### config.mk
export PLATFORM = sky130hd
export DESIGN_NAME = pace_interval_monitor_flat
export DESIGN_NICKNAME = d
export VERILOG_FILES = /design/src/rtl/pace_pkg.sv /design/src/rtl/pace_interval_monitor_if.sv /design/src/rtl/pace_fifo.sv /design/src/rtl/pace_interval_monitor.sv /design/src/flat_wrapper.sv
export SDC_FILE = /design/constraint.sdc
export NUM_CORES = 1
export LEC_CHECK = 0
export ABC_AREA = 1
export BUFFER_PORTS_ARGS = -buffer_cell sky130_fd_sc_hd__buf_2
export CORE_UTILIZATION = 35
export DETAILED_ROUTE_END_ITERATION = 10
export MAX_ROUTING_LAYER = met4
export PLACE_DENSITY_LB_ADDON = 0.08
export SLEW_MARGIN = 25
export SYNTH_ARGS = -nofsm -noshare
export SYNTH_HDL_FRONTEND = slang
export SYNTH_SLANG_ARGS = --single-unit
### constraint.sdc
create_clock -name clk -period 2.95 [get_ports clk]
set_input_delay 0.4425 -clock clk [delete_from_list [all_inputs] [get_ports clk]]
set_output_delay 0.4425 -clock clk [all_outputs]
set_load 0.01 [all_outputs]
### src/rtl/pace_pkg.sv
// Shared constants for the pace path: record layout,
// FSM encoding and the default rate limits.
package pace_pkg;

  localparam int DEF_CNT_W        = 16;
  localparam int DEF_FIFO_DEPTH   = 8;
  localparam int DEF_TICK_HZ      = 1000;
  localparam int DEF_MIN_INTERVAL = 500;
  localparam int DEF_MAX_INTERVAL = 1200;

  typedef enum logic {
    S_IDLE   = 1'b0,
    S_TIMING = 1'b1
  } state_e;

  function automatic int fast_bit(input int cnt_w);
    return cnt_w + 1;
  endfunction

  function automatic int slow_bit(input int cnt_w);
    return cnt_w;
  endfunction

endpackage

### src/rtl/pace_interval_monitor_if.sv
// Pace monitor bus: tick/pace inputs, FIFO readout
// and status outputs.
interface pace_interval_monitor_if #(
  parameter int CNT_W      = 16,
  parameter int FIFO_DEPTH = 8
);
  localparam int LW = $clog2(FIFO_DEPTH) + 1;

  logic             tick_i;
  logic             pace_i;
  logic             rd_i;
  logic [CNT_W+1:0] data_o;
  logic             empty_o;
  logic [LW-1:0]    level_o;
  logic             overflow_o;
  logic             alarm_o;

  modport master (
    output tick_i, pace_i, rd_i,
    input  data_o, empty_o, level_o,
    input  overflow_o, alarm_o
  );

  modport slave (
    input  tick_i, pace_i, rd_i,
    output data_o, empty_o, level_o,
    output overflow_o, alarm_o
  );
endinterface

### src/rtl/pace_fifo.sv
// Show-ahead synchronous FIFO; head is visible on rdata
// whenever not empty, zero otherwise.
module pace_fifo #(
  parameter int WIDTH = 8,
  parameter int DEPTH = 8,
  localparam int AW   = $clog2(DEPTH),
  localparam int LW   = AW + 1
) (
  input  logic             clk,
  input  logic             rst,
  input  logic             push,
  input  logic [WIDTH-1:0] wdata,
  input  logic             pop,
  output logic [WIDTH-1:0] rdata,
  output logic             empty,
  output logic             full,
  output logic [LW-1:0]    level
);

  logic [WIDTH-1:0] mem [DEPTH];
  logic [AW-1:0]    wp;
  logic [AW-1:0]    rp;
  logic             wr;
  logic             rd;

  assign empty = (level == '0);
  assign full  = (level == LW'(DEPTH));
  assign rd    = pop & ~empty;
  // a pop frees the slot this cycle, so push-while-full still lands
  assign wr    = push & (~full | rd);
  assign rdata = empty ? '0 : mem[rp];

  always_ff @(posedge clk) begin
    if (wr) mem[wp] <= wdata;
  end

  always_ff @(posedge clk or posedge rst) begin
    if (rst) begin
      wp    <= '0;
      rp    <= '0;
      level <= '0;
    end else begin
      if (wr) wp <= wp + 1'b1;
      if (rd) rp <= rp + 1'b1;
      unique case ({wr, rd})
        2'b10:   level <= level + 1'b1;
        2'b01:   level <= level - 1'b1;
        default: level <= level;
      endcase
    end
  end

endmodule

### src/rtl/pace_interval_monitor.sv
// Times pace-to-pace intervals in ticks, flags rate
// violations, buffers records and raises a no-pace alarm.
module pace_interval_monitor
  import pace_pkg::*;
#(
  parameter int CNT_W        = DEF_CNT_W,
  parameter int FIFO_DEPTH   = DEF_FIFO_DEPTH,
  parameter int MIN_INTERVAL = DEF_MIN_INTERVAL,
  parameter int MAX_INTERVAL = DEF_MAX_INTERVAL
) (
  input logic                     clk,
  input logic                     rst,
  pace_interval_monitor_if.slave  bus
);

  localparam int RW = CNT_W + 2;
  localparam logic [CNT_W-1:0] MIN_C = CNT_W'(MIN_INTERVAL);
  localparam logic [CNT_W-1:0] MAX_C = CNT_W'(MAX_INTERVAL);
  localparam logic [CNT_W-1:0] SAT_C = '1;

  logic             s1, s2, s3;
  logic [1:0]       warm;
  logic             pace_edge;
  state_e           state, state_nx;
  logic [CNT_W-1:0] cnt, cnt_nx;
  logic             alarm, ovf;
  logic             push, full;
  logic [RW-1:0]    rec;

  // s3 copies s1 until the chain is primed, so a level
  // already high at reset release is not taken as an edge
  always_ff @(posedge clk or posedge rst) begin
    if (rst) begin
      s1   <= 1'b0;
      s2   <= 1'b0;
      s3   <= 1'b0;
      warm <= '0;
    end else begin
      s1   <= bus.pace_i;
      s2   <= s1;
      s3   <= warm[1] ? s2 : s1;
      warm <= {warm[0], 1'b1};
    end
  end

  assign pace_edge = s2 & ~s3;
  assign push      = pace_edge & (state == S_TIMING);

  always_comb begin
    rec = '0;
    rec[fast_bit(CNT_W)] = (cnt < MIN_C);
    rec[slow_bit(CNT_W)] = (cnt > MAX_C);
    rec[CNT_W-1:0]       = cnt;
  end

  always_comb begin
    state_nx = state;
    cnt_nx   = cnt;
    if (pace_edge) begin
      state_nx = S_TIMING;
      cnt_nx   = '0;
    end else if (state == S_TIMING && bus.tick_i
                 && cnt != SAT_C) begin
      cnt_nx = cnt + 1'b1;
    end
  end

  always_ff @(posedge clk or posedge rst) begin
    if (rst) begin
      state <= S_IDLE;
      cnt   <= '0;
      alarm <= 1'b0;
      ovf   <= 1'b0;
    end else begin
      state <= state_nx;
      cnt   <= cnt_nx;
      alarm <= (state_nx == S_TIMING) && (cnt_nx > MAX_C);
      if (push && full && !bus.rd_i) ovf <= 1'b1;
    end
  end

  assign bus.alarm_o    = alarm;
  assign bus.overflow_o = ovf;

  pace_fifo #(
    .WIDTH (RW),
    .DEPTH (FIFO_DEPTH)
  ) u_fifo (
    .clk   (clk),
    .rst   (rst),
    .push  (push),
    .wdata (rec),
    .pop   (bus.rd_i),
    .rdata (bus.data_o),
    .empty (bus.empty_o),
    .full  (full),
    .level (bus.level_o)
  );

endmodule

### src/flat_wrapper.sv
// flat-port wrapper written by rule: the top's interface ports become plain ports
module pace_interval_monitor_flat import pace_pkg::*;
#(
  parameter int CNT_W        = DEF_CNT_W,
  parameter int FIFO_DEPTH   = DEF_FIFO_DEPTH,
  parameter int MIN_INTERVAL = DEF_MIN_INTERVAL,
  parameter int MAX_INTERVAL = DEF_MAX_INTERVAL
)
  (clk, rst, bus_tick_i, bus_pace_i, bus_rd_i, bus_data_o, bus_empty_o, bus_level_o, bus_overflow_o, bus_alarm_o);
  pace_interval_monitor_if #(.CNT_W(CNT_W), .FIFO_DEPTH(FIFO_DEPTH)) bus_i ();
  input logic clk;
  input logic rst;
  input wire logic [$bits(bus_i.tick_i)-1:0] bus_tick_i;
  input wire logic [$bits(bus_i.pace_i)-1:0] bus_pace_i;
  input wire logic [$bits(bus_i.rd_i)-1:0] bus_rd_i;
  output wire logic [$bits(bus_i.data_o)-1:0] bus_data_o;
  output wire logic [$bits(bus_i.empty_o)-1:0] bus_empty_o;
  output wire logic [$bits(bus_i.level_o)-1:0] bus_level_o;
  output wire logic [$bits(bus_i.overflow_o)-1:0] bus_overflow_o;
  output wire logic [$bits(bus_i.alarm_o)-1:0] bus_alarm_o;
  assign bus_i.tick_i = bus_tick_i;
  assign bus_i.pace_i = bus_pace_i;
  assign bus_i.rd_i = bus_rd_i;
  assign bus_data_o = bus_i.data_o;
  assign bus_empty_o = bus_i.empty_o;
  assign bus_level_o = bus_i.level_o;
  assign bus_overflow_o = bus_i.overflow_o;
  assign bus_alarm_o = bus_i.alarm_o;
  pace_interval_monitor #(.CNT_W(CNT_W), .FIFO_DEPTH(FIFO_DEPTH), .MIN_INTERVAL(MIN_INTERVAL), .MAX_INTERVAL(MAX_INTERVAL)) u_core (.clk(clk), .rst(rst), .bus(bus_i));
endmodule
==> results.toml, run 1 <==
[global_route]
antenna_found_initial = 0
grt_pass1_vias = 5234
busiest_layer = "met2"
grt_pass1_wl_um = 29100
grt_use_met1_pct = 23.2
grt_max_degree = 75
grt_use_total_pct = 18.0
overflow = 0
met3_usage_pct = 2.95
grt_util_met2_pct = 28.7

[die]
initial_core_util_pct = 35.7
dieArea_um2 = 22800
die_h_um = 151
fp-row-count = 54
io_pins = 30
core_area_um2 = 21800
dieWidth_um = 151

[clock_tree]
h-tree-depth = 4
holdBufCountCts = 0
clock_latency_ns = 0.42
cts_sinks = 178
tritoncts = "built"
numCtsBuffers = 17
clock-root-buffer = "clkbuf_16"
clockBufferDepth = 2
clk_pin_slew_worst_paths_ns = 0.06

[placed_design]
place_area_um2 = 8340
hpwl_um = 11200
routabilityCongestion = 0.788
port_buffers = 29

[timing]
rsz0062_at_grt = "no"
fin_crit_sh_pct = 90.1
finalSetupViolCount = 0
fmax_mhz = 376
slew_headroom_pct = 59.0
final_max_slew_viol_count = 0
hold_viol_final = 0
worstMarginPinSlew_ns = 0.616
setup_tns_ns = 0
fin_crit_ns = 2.66
fin_skew_ns = 0.0121
whs_ns = 0.00843

[final_layout]
layout_commonest_cell = "edfxtp_1"
finalInstanceArea_um2 = 8920
num_antenna_cells = 0
area_delta_synth_final_pct = 14.9
layout_common_cells = "edfxtp_1, nor2_1, o21ai_0"
drive_above_1_share_pct = 17.0
final_nets = 776

[synth]
synth_seq_cells = 178
syn-cell-area_um2 = 7760
yosysSeqAreaShare_pct = 66.6
synth_cell_types = 36
synth_area_per_cell_um2 = 10.8
yosys_warnings = 0
synthCells = 720
synth_nets = 732

[hold_path]
hold_class = "in -> async"

[setup_path]
start_kind = "flip-flop"
cp.arrival_ns = 2.22
critical_path.max_fanout = 23
crit_type = "reg -> out"
r2r_cells = 12
reg2reg_slack_ns = 0.31
r2r-start = "u_core.u_fifo.level[1]$_DFFE_PP0P_"
end_kind = "primary output"
r2r_end = "u_core.u_fifo.level[3]$_DFFE_PP0P_"
worstPathRequired_ns = 2.51

[power_and_ir_drop]
power.density_nw_per_um2 = 888
total_leakage_power_nw = 3.47
peakVddDrop_mv = 0.422

[drt]
drc_errors = 0
detail_route.iter0.violations = 378
dr.pass1.iters = 4
dr_total_vias = 5196
wirelength_um = 18400
vias_per_cell = 4.92
wl_per_cell_um = 17.4
drtAntennaViolNets = 0

[run]
maxCapViolCount = 0

[outcome]
status = "finished clean"
critical path: stages, from the launching register on:
cell	delay [ns]
dfrtp_2	0.39
clkinvlp_4	0.29
buf_4	0.34
o21ai_0	0.18
o22ai_1	0.08
o21ai_0	0.27
a31oi_1	0.08
buf_2	0.15
metal layers:
layer  up-vias  part of all wire (%)
met5         -                     0
met4         0                   1.0
met3        13                   2.6
met2        67                    49
met1      2553                    48
li1       2563                     -
state kept, by name, summed over array words and instances, names as in the netlist:
register and flops:
u_core.s3 1, u_core.u_fifo.rp 3, u_core.s2 1, u_core.u_fifo.wp 3, u_core.state 1, u_core.bus.alarm_o 1, u_core.u_fifo.mem 144, u_core.bus.overflow_o 1
u_core.warm 2, u_core.s1 1, u_core.cnt 16, u_core.u_fifo.level 4
cell usage after synthesis:
library cell | instances | area, um2
a211oi_1 | 1 | 7.51
a21oi_1 | 5 | 25.0
a21oi_2 | 2 | 17.5
a31o_2 | 1 | 8.76
a31oi_1 | 18 | 113
buf_1 | 2 | 7.51
buf_2 | 2 | 10.0
buf_4 | 1 | 7.51
buf_6 | 3 | 33.8
clkbuf_1 | 23 | 86.3
clkinv_1 | 5 | 18.8
conb_1 | 1 | 3.75
dfrtp_1 | 34 | 851
edfxtp_1 | 144 | 4320
fa_1 | 1 | 20.0
ha_1 | 6 | 75.1
inv_1 | 45 | 169
inv_2 | 5 | 18.8
mux2_2 | 1 | 11.3
nand2_1 | 84 | 315
nand2_2 | 15 | 93.8
nand3_1 | 27 | 135
nand3_2 | 3 | 30.0
nand3b_1 | 1 | 7.51
nand4_1 | 4 | 25.0
nor2_1 | 147 | 552
nor2_2 | 2 | 12.5
nor2_4 | 5 | 56.3
nor3_1 | 4 | 20.0
nor4_1 | 1 | 6.26
o21ai_0 | 95 | 475
o21ai_2 | 1 | 8.76
o22ai_1 | 18 | 113
or2_2 | 3 | 18.8
xnor2_1 | 2 | 17.5
xor2_1 | 8 | 70.1
cells by family after synthesis:
group / share of synthesized area [%]
compound gates: 9.89
fa+ha+maj: 1.22
simple gates: 16.4
buf+inv: 4.53
mux: 0.145
other cells: 0.0483
xor+xnor: 1.13
flops: 66.6
cell type report:
| cell class | count | area, um2 |
|---|---|---|
| Fill cell | 2081 | 12800 |
| Clock inverter | 12 | 133 |
| Inverter | 55 | 210 |
| Clock buffer | 20 | 437 |
| Tap cell | 280 | 350 |
| Sequential cell | 178 | 5180 |
| Multi-Input combinational cell | 456 | 2260 |
| Timing Repair Buffer | 56 | 352 |
worst max path at each step:
| stage | cells past startpoint | startpoint | end |
|---|---|---|---|
| 6_report | 7 | u_core.u_fifo.rp[0]$_DFFE_PP0P_ | bus_data_o[9] |
| 5_1_grt | 8 | u_core.u_fifo.level[1]$_DFFE_PP0P_ | bus_data_o[17] |
| 4_1_cts | 7 | u_core.u_fifo.rp[0]$_DFFE_PP0P_ | bus_data_o[9] |
| 3_5_place_dp | 12 | u_core.u_fifo.level[1]$_DFFE_PP0P_ | u_core.u_fifo.level[3]$_DFFE_PP0P_ |
| 3_3_place_gp | 12 | u_core.u_fifo.level[1]$_DFFE_PP0P_ | u_core.u_fifo.level[3]$_DFFE_PP0P_ |
| 2_1_floorplan | 7 | u_core.s3$_DFF_PP0_ | u_core.u_fifo.mem[1][0]$_DFFE_PP_ |
timing repair:
item                                   4_1_cts  5_1_grt
endpoints found under the hold margin        0        0
setup endpoints to repair                    0       10
resized for setup                            0        2
buffers inserted                             0        0
where the power goes:
group / leakage (nW) / switching (W) / internal [W] / total [W]
logic: 1.38 / 0.00166 / 0.000915 / 0.00258
registers: 1.82 / 0.000188 / 0.00297 / 0.00315
clock network: 0.269 / 0.000941 / 0.00125 / 0.00219
total: 3.47 / 0.00279 / 0.00513 / 0.00792
per-stage QoR:
step | util [%] | instances | setup WS, ns | total power (W)
2_1_floorplan | - | 720 | 0.0570 | 0.00483
3_3_place_gp | 38.4 | 1025 | 0.438 | 0.00581
3_5_place_dp | 38.4 | 1025 | 0.345 | 0.00585
4_1_cts | 41.0 | 1057 | 0.0274 | 0.00804
5_1_grt | 41.0 | 1057 | 0.0457 | 0.00846
6_report | 41.0 | 1057 | 0.292 | 0.00792
Power figures use the tool's default switching activity.
==> run 2, diff against run 1 <==
GPL_TIMING_DRIVEN = 0   (was unset)
TNS_END_PERCENT = 50   (was unset)
clock period = 2.3 ns   (was 2.95 ns; I/O delays follow)
==> run 2 against run 1 <==
Flip-flop and latch count did not move. Utilization grew 2.5 points. Design area increased by 6.0%. Sequential power rose by 29%. Register-to-register slack worse by 0.21 ns. Clock skew shrank 0.0014 ns. Worst hold slack improved by 0.010 ns. Die area did not move. Count of clock-buffer cells in the layout fell by 2. Clock power is 41% higher. Sequential share of layout area is 3.1 points lower. Critical path type unchanged.
==> results.toml, run 2 (same netlist as run 1, synthesis figures left out) <==
[timing]
fin_crit_sh_pct = 98.1
fmax_mhz = 443
worstMarginPinSlew_ns = 0.753
fin_skew_ns = 0.0107
setup_tns_ns = 0
fin_crit_ns = 2.26
final_max_slew_viol_count = 0
hold_viol_final = 0
slew_headroom_pct = 49.5
setup_ws_ns = 0.0427
rsz0062_at_grt = "yes"
whs_ns = 0.0184
finalSetupViolCount = 0

[placed_design]
place_area_um2 = 8410
routabilityCongestion = 0.816
port_buffers = 29
place_ws_ns = -0.596
hpwl_um = 13400

[final_layout]
area_delta_synth_final_pct = 21.8
top_regs = "u_core.u_fifo.mem (144), u_core.cnt (16), u_core.u_fifo.level (4)"
largest_register_ffs = 144
final_nets = 798
finalInstanceArea_um2 = 9460
layout_common_cells = "edfxtp_1, nor2_1, nand2_1"
nFillCells = 2076
num_antenna_cells = 0
layout_commonest_cell = "edfxtp_1"
drive_above_1_share_pct = 22.9
largest_register = "u_core.u_fifo.mem"
utilization_pct = 43.5

[setup_path]
worstPathRequired_ns = 1.96
cp.arrival_ns = 1.91
critical_path.max_fanout = 10
crit_type = "reg -> out"
end_kind = "primary output"
start_kind = "flip-flop"

[die]
core_area_um2 = 21800
fp-row-count = 54
dieArea_um2 = 22800
die_h_um = 151
io_pins = 30
dieWidth_um = 151
initial_core_util_pct = 35.7

[clock_tree]
holdBufCountCts = 0
clockBufferDepth = 2
cts_sinks = 178
clock_latency_ns = 0.43
clk_pin_slew_worst_paths_ns = 0.07
h-tree-depth = 4
numCtsBuffers = 17
tritoncts = "built"
clock-root-buffer = "clkbuf_16"

[drt]
wl_per_cell_um = 18.6
vias_per_cell = 5.02
drc_errors = 0
detail_route.iter0.violations = 295
wirelength_um = 20000
drtAntennaViolNets = 0
dr_total_vias = 5417
dr.pass1.iters = 5

[hold_path]
hold_class = "in -> reg"

[global_route]
grt_max_degree = 35
busiest_layer = "met2"
antenna_found_initial = 0
grt_use_total_pct = 19.4
grt_pass1_vias = 5267
overflow = 0
grt_pass1_wl_um = 30700
grt_util_met2_pct = 32.1
met3_usage_pct = 3.22
grt_use_met1_pct = 24.9

[power_and_ir_drop]
net-switching-power_w = 0.00400
peakVddDrop_mv = 0.598
pwr-share-comb_pct = 36.0
power.density_nw_per_um2 = 1180
power_frac_seq_pct = 36.4
p_sw_share_pct = 35.8
clkPwrFrac_pct = 27.6
total_leakage_power_nw = 3.67
p_int_w = 0.00717

[run]
maxCapViolCount = 0

[outcome]
status = "finished clean"
run 2: cell types whose count changed in the layout (fill, tap and decap cells not counted), moves of 4 or more:
cell      change
buf_12        +5
buf_4        -12
buf_6         +5
clkbuf_2      +5
clkbuf_4      +8
dfrtp_1      -10
dfrtp_2       +9
inv_1         -4
nor2_1        -5
nor2_2        -5
nor2_4       +10
o21ai_0      -23
o21ai_1      +22
run 2: routing by layer:
metal,part of all wire [%],up-vias
met5,0,-
met4,0.81,0
met3,3.5,17
met2,50,102
met1,45,2682
li1,-,2616
run 2: path summary, 6_finish.rpt:
path	slack, ns	from	cells after the start	end
min in group asynchronous	0.04	rst	2	u_core.s1$_DFF_PP0_
max	0.04	u_core.u_fifo.rp[0]$_DFFE_PP0P_	8	bus_data_o[9]
max in group asynchronous	1.71	rst	2	u_core.cnt[0]$_DFF_PP0_
max reg2reg	0.10	u_core.s3$_DFF_PP0_	7	u_core.u_fifo.mem[0][6]$_DFFE_PP_
min	0.02	bus_pace_i	1	u_core.s1$_DFF_PP0_
min reg2reg	0.36	u_core.warm[0]$_DFF_PP0_	0	u_core.warm[1]$_DFF_PP0_
run 2: layout make-up:
class / count / area (um2) / area share, %
Multi-Input combinational cell: 456 / 2380 / 25.1
Inverter: 55 / 229 / 2.42
Timing Repair Buffer: 48 / 402 / 4.25
Tap cell: 280 / 350 / 3.70
Clock buffer: 18 / 429 / 4.54
Clock inverter: 14 / 200 / 2.12
Buffer: 30 / 280 / 2.96
Sequential cell: 178 / 5190 / 54.9
run 2: worst max-delay path: stages (launching register included):
cell and delay [ns]:
dfrtp_1 0.40, buf_6 0.16, inv_8 0.09, clkbuf_16 0.17, nor2_1 0.04, o22ai_1 0.20
o21ai_1 0.09, a31oi_1 0.17, buf_2 0.16
run 2: stage by stage:
stage	power [W]	std cells
3_5_place_dp	0.00772	1033
5_1_grt	0.0118	1079
6_report	0.0112	1079
2_1_floorplan	0.00621	720
3_3_place_gp	0.00760	1029
4_1_cts	0.0112	1076
run 2: power groups by stage:
stage	combinational [W]	sequential, W	clock (W)
3_3_place_gp	0.00351	0.00409	0
4_1_cts	0.00398	0.00406	0.00314
3_5_place_dp	0.00362	0.00410	0
2_1_floorplan	0.00216	0.00405	0
5_1_grt	0.00446	0.00409	0.00327
6_report	0.00403	0.00406	0.00308
run 2: timing repair:
action	CTS	global route
resized for setup	85	37
setup buffers	12	3
pin swaps	10	6
endpoints found under the setup margin	173	20
gates cloned	0	0
endpoints found under the hold margin	0	0
==> run 3, diff against run 2 <==
ABC_AREA = unset   (was 1)
clock period = 2.6 ns   (was 2.3 ns; I/O delays follow)
==> run 3 against run 2 <==
Sequential share of layout area rose by 3.7 points. Highest routed layer unchanged. Flip-flop and latch count did not move. Largest power group unchanged. Routed wire length fell by 20%. Critical path type unchanged. Die area fell by 4.7%. Clock power fell by 15%. Non-clock buffer count fell by 12. Via count fell by 27%. Area after synthesis fell by 4.8%. Count of clock-buffer cells in the layout fell by 1.
==> results.toml, run 3 <==
[setup_path]
crit_type = "reg -> out"
end_kind = "primary output"
cp.arrival_ns = 2.11
r2r-start = "u_core.cnt[11]$_DFF_PP0_"
start_kind = "flip-flop"
worstPathRequired_ns = 2.21
reg2reg_slack_ns = 0.11
cp-startpoint = "u_core.u_fifo.rp[0]$_DFFE_PP0P_"
critical_path.max_fanout = 10
cpPeakStageDelay_ns = 0.53
slowest_stage = "mux4_2"
r2r_cells = 6
cpMostUsedCell = "buf_12"
crit_chain = "buf_12 > buf_12 > mux4_2 > mux2i_2 > nor2_1 > buf_2"

[global_route]
overflow = 0
grt_pass1_wl_um = 24700
grt_max_degree = 35
grt_pass1_vias = 4115
grt_use_total_pct = 16.4
met3_usage_pct = 2.83
busiest_layer = "met2"
grt_use_met1_pct = 21.4
grt_util_met2_pct = 25.9
antenna_found_initial = 0

[synth]
synthXorXnorAreaFrac_pct = 1.78
synthAdderAreaFrac_pct = 1.29
synth_mux_area_share_pct = 14.3
synth_seq_cells = 178
yosys.area_share.simple_pct = 7.41
yosys_warnings = 0
synth_area_per_cell_um2 = 17.1
synth_area_leaders = "edfxtp_1, dfrtp_1, mux4_2"
synth_cell_types = 51
synth-compound-area-share_pct = 3.37
synth_top_area_share_pct = 58.5
yosys-top-cells-count = "edfxtp_1, nor2_1, mux4_2, dfrtp_1, mux2i_1"
async_reset_ff_share_pct = 19.1
synth_edf_count = 144
yosysSeqAreaShare_pct = 70.0
yosysMostFrequentCell = "edfxtp_1"
synth_top_family_by_area = "multiplexers"
synth_ff_type = "edfxtp_1"
syn-cell-area_um2 = 7390
synthCells = 432
yosysTopAreaCell = "edfxtp_1"
synth_nets = 444

[power_and_ir_drop]
peakVddDrop_mv = 0.730
power.density_nw_per_um2 = 1010
total_leakage_power_nw = 3.14

[clock_tree]
clockBufferDepth = 2
tritoncts = "built"
holdBufCountCts = 0
clk_pin_slew_worst_paths_ns = 0.06
numCtsBuffers = 17
clock-root-buffer = "clkbuf_16"
clock_latency_ns = 0.42
cts_sinks = 178
h-tree-depth = 4

[timing]
slew_headroom_pct = 51.3
fin_crit_sh_pct = 96.1
hold_viol_final = 0
setup_tns_ns = 0
worstMarginPinSlew_ns = 0.729
finalSetupViolCount = 0
rsz0062_at_grt = "yes"
setup_ws_ns = 0.101
final_max_slew_viol_count = 0
fmax_mhz = 400
fin_skew_ns = 0.00817
fin_crit_ns = 2.50

[drt]
detail_route.iter0.violations = 153
wl_per_cell_um = 20.6
vias_per_cell = 5.09
dr.pass1.iters = 4
drtAntennaViolNets = 0
dr_total_vias = 3963
wirelength_um = 16000
drc_errors = 0

[placed_design]
port_buffers = 29
place_inst = 739
place_ws_ns = -0.362
place_area_um2 = 8040
hpwl_um = 10400
routabilityCongestion = 0.749

[die]
dieWidth_um = 147
core_area_um2 = 20500
initial_core_util_pct = 36.1
die_h_um = 147
io_pins = 30
dieArea_um2 = 21700
fp-row-count = 52

[final_layout]
largest_register_ffs = 144
layout_common_cells = "edfxtp_1, nor2_1, mux4_2"
finalInstanceArea_um2 = 8890
drive_above_1_share_pct = 35.0
final_nets = 508
num_antenna_cells = 0
layout_commonest_cell = "edfxtp_1"
area_delta_synth_final_pct = 20.2
largest_register = "u_core.u_fifo.mem"
top_regs = "u_core.u_fifo.mem (144), u_core.cnt (16), u_core.u_fifo.level (4)"
final-instance-count-excl-fill = 778

[hold_path]
min_from = "bus_pace_i"
hold_class = "in -> reg"
worstHoldPathCells = 1

[run]
maxCapViolCount = 0

[outcome]
status = "finished clean"
-- run 3: critical path, delay by kind of cell (launching register included) --
kind                   cells  cell delay, ns
and+or+nand+nor            1            0.06
buffers and inverters      3            0.49
DFF                        1            0.40
muxes                      2            0.73
-- run 3: cells by family (layout without fill, tap and decap cells) --
logic type,count (synthesis),count (layout)
other,1,1
and+or+nand+nor,106,106
xor gates and xnor gates,15,15
DFF,178,178
buffers and inverters,33,109
muxes,60,60
adders and majority gates,7,7
AOI/OAI and AO/OA,32,32
-- run 3: area by class of cell --
cell class | count | area, um2
fillers | 1840 | 11600
inverters | 12 | 45.0
well taps | 270 | 338
clock buffers | 17 | 425
clock inverters | 14 | 180
multi-input cells | 221 | 2200
repair buffers | 51 | 345
plain buffers | 15 | 150
flip-flops and latches | 178 | 5200
-- run 3: timing repair --
item                       CTS  global route
gates cloned                 0             0
buffers inserted             3            11
setup endpoints to repair  133           130
pin swaps                    3             1
resized for setup           48            18
-- run 3: path summary, 6_finish.rpt --
kind	endpoint
setup / recovery	bus_data_o[4]
hold / removal	u_core.s1$_DFF_PP0_
setup reg to reg	u_core.bus.alarm_o$_DFF_PP0_
hold reg to reg	u_core.warm[1]$_DFF_PP0_
max in group asynchronous	u_core.cnt[10]$_DFF_PP0_
min in group asynchronous	u_core.warm[1]$_DFF_PP0_
-- run 3: where the power goes --
part / total (W) / internal, W / leakage, nW / switching (W)
Combinational: 0.00272 / 0.00134 / 1.13 / 0.00138
Sequential: 0.00362 / 0.00339 / 1.71 / 0.000229
Clock: 0.00262 / 0.00153 / 0.296 / 0.00110
Total: 0.00896 / 0.00626 / 3.14 / 0.00271
-- run 3: stage by stage --
stage               power [W]  hold slack, ns  util, %
floorplan             0.00531           0.331        -
global placement      0.00615           0.342     38.4
detailed placement    0.00626           0.337     39.2
CTS                   0.00903          0.0502     42.7
global route          0.00944          0.0463     43.4
finish                0.00896          0.0704     43.4
-- run 3: routing by layer --
metal	vias to the layer above	share of wire (%)
met5	-	0
met1	2052	46
li1	1821	-
met3	19	3.1
met2	71	50
met4	0	1.1
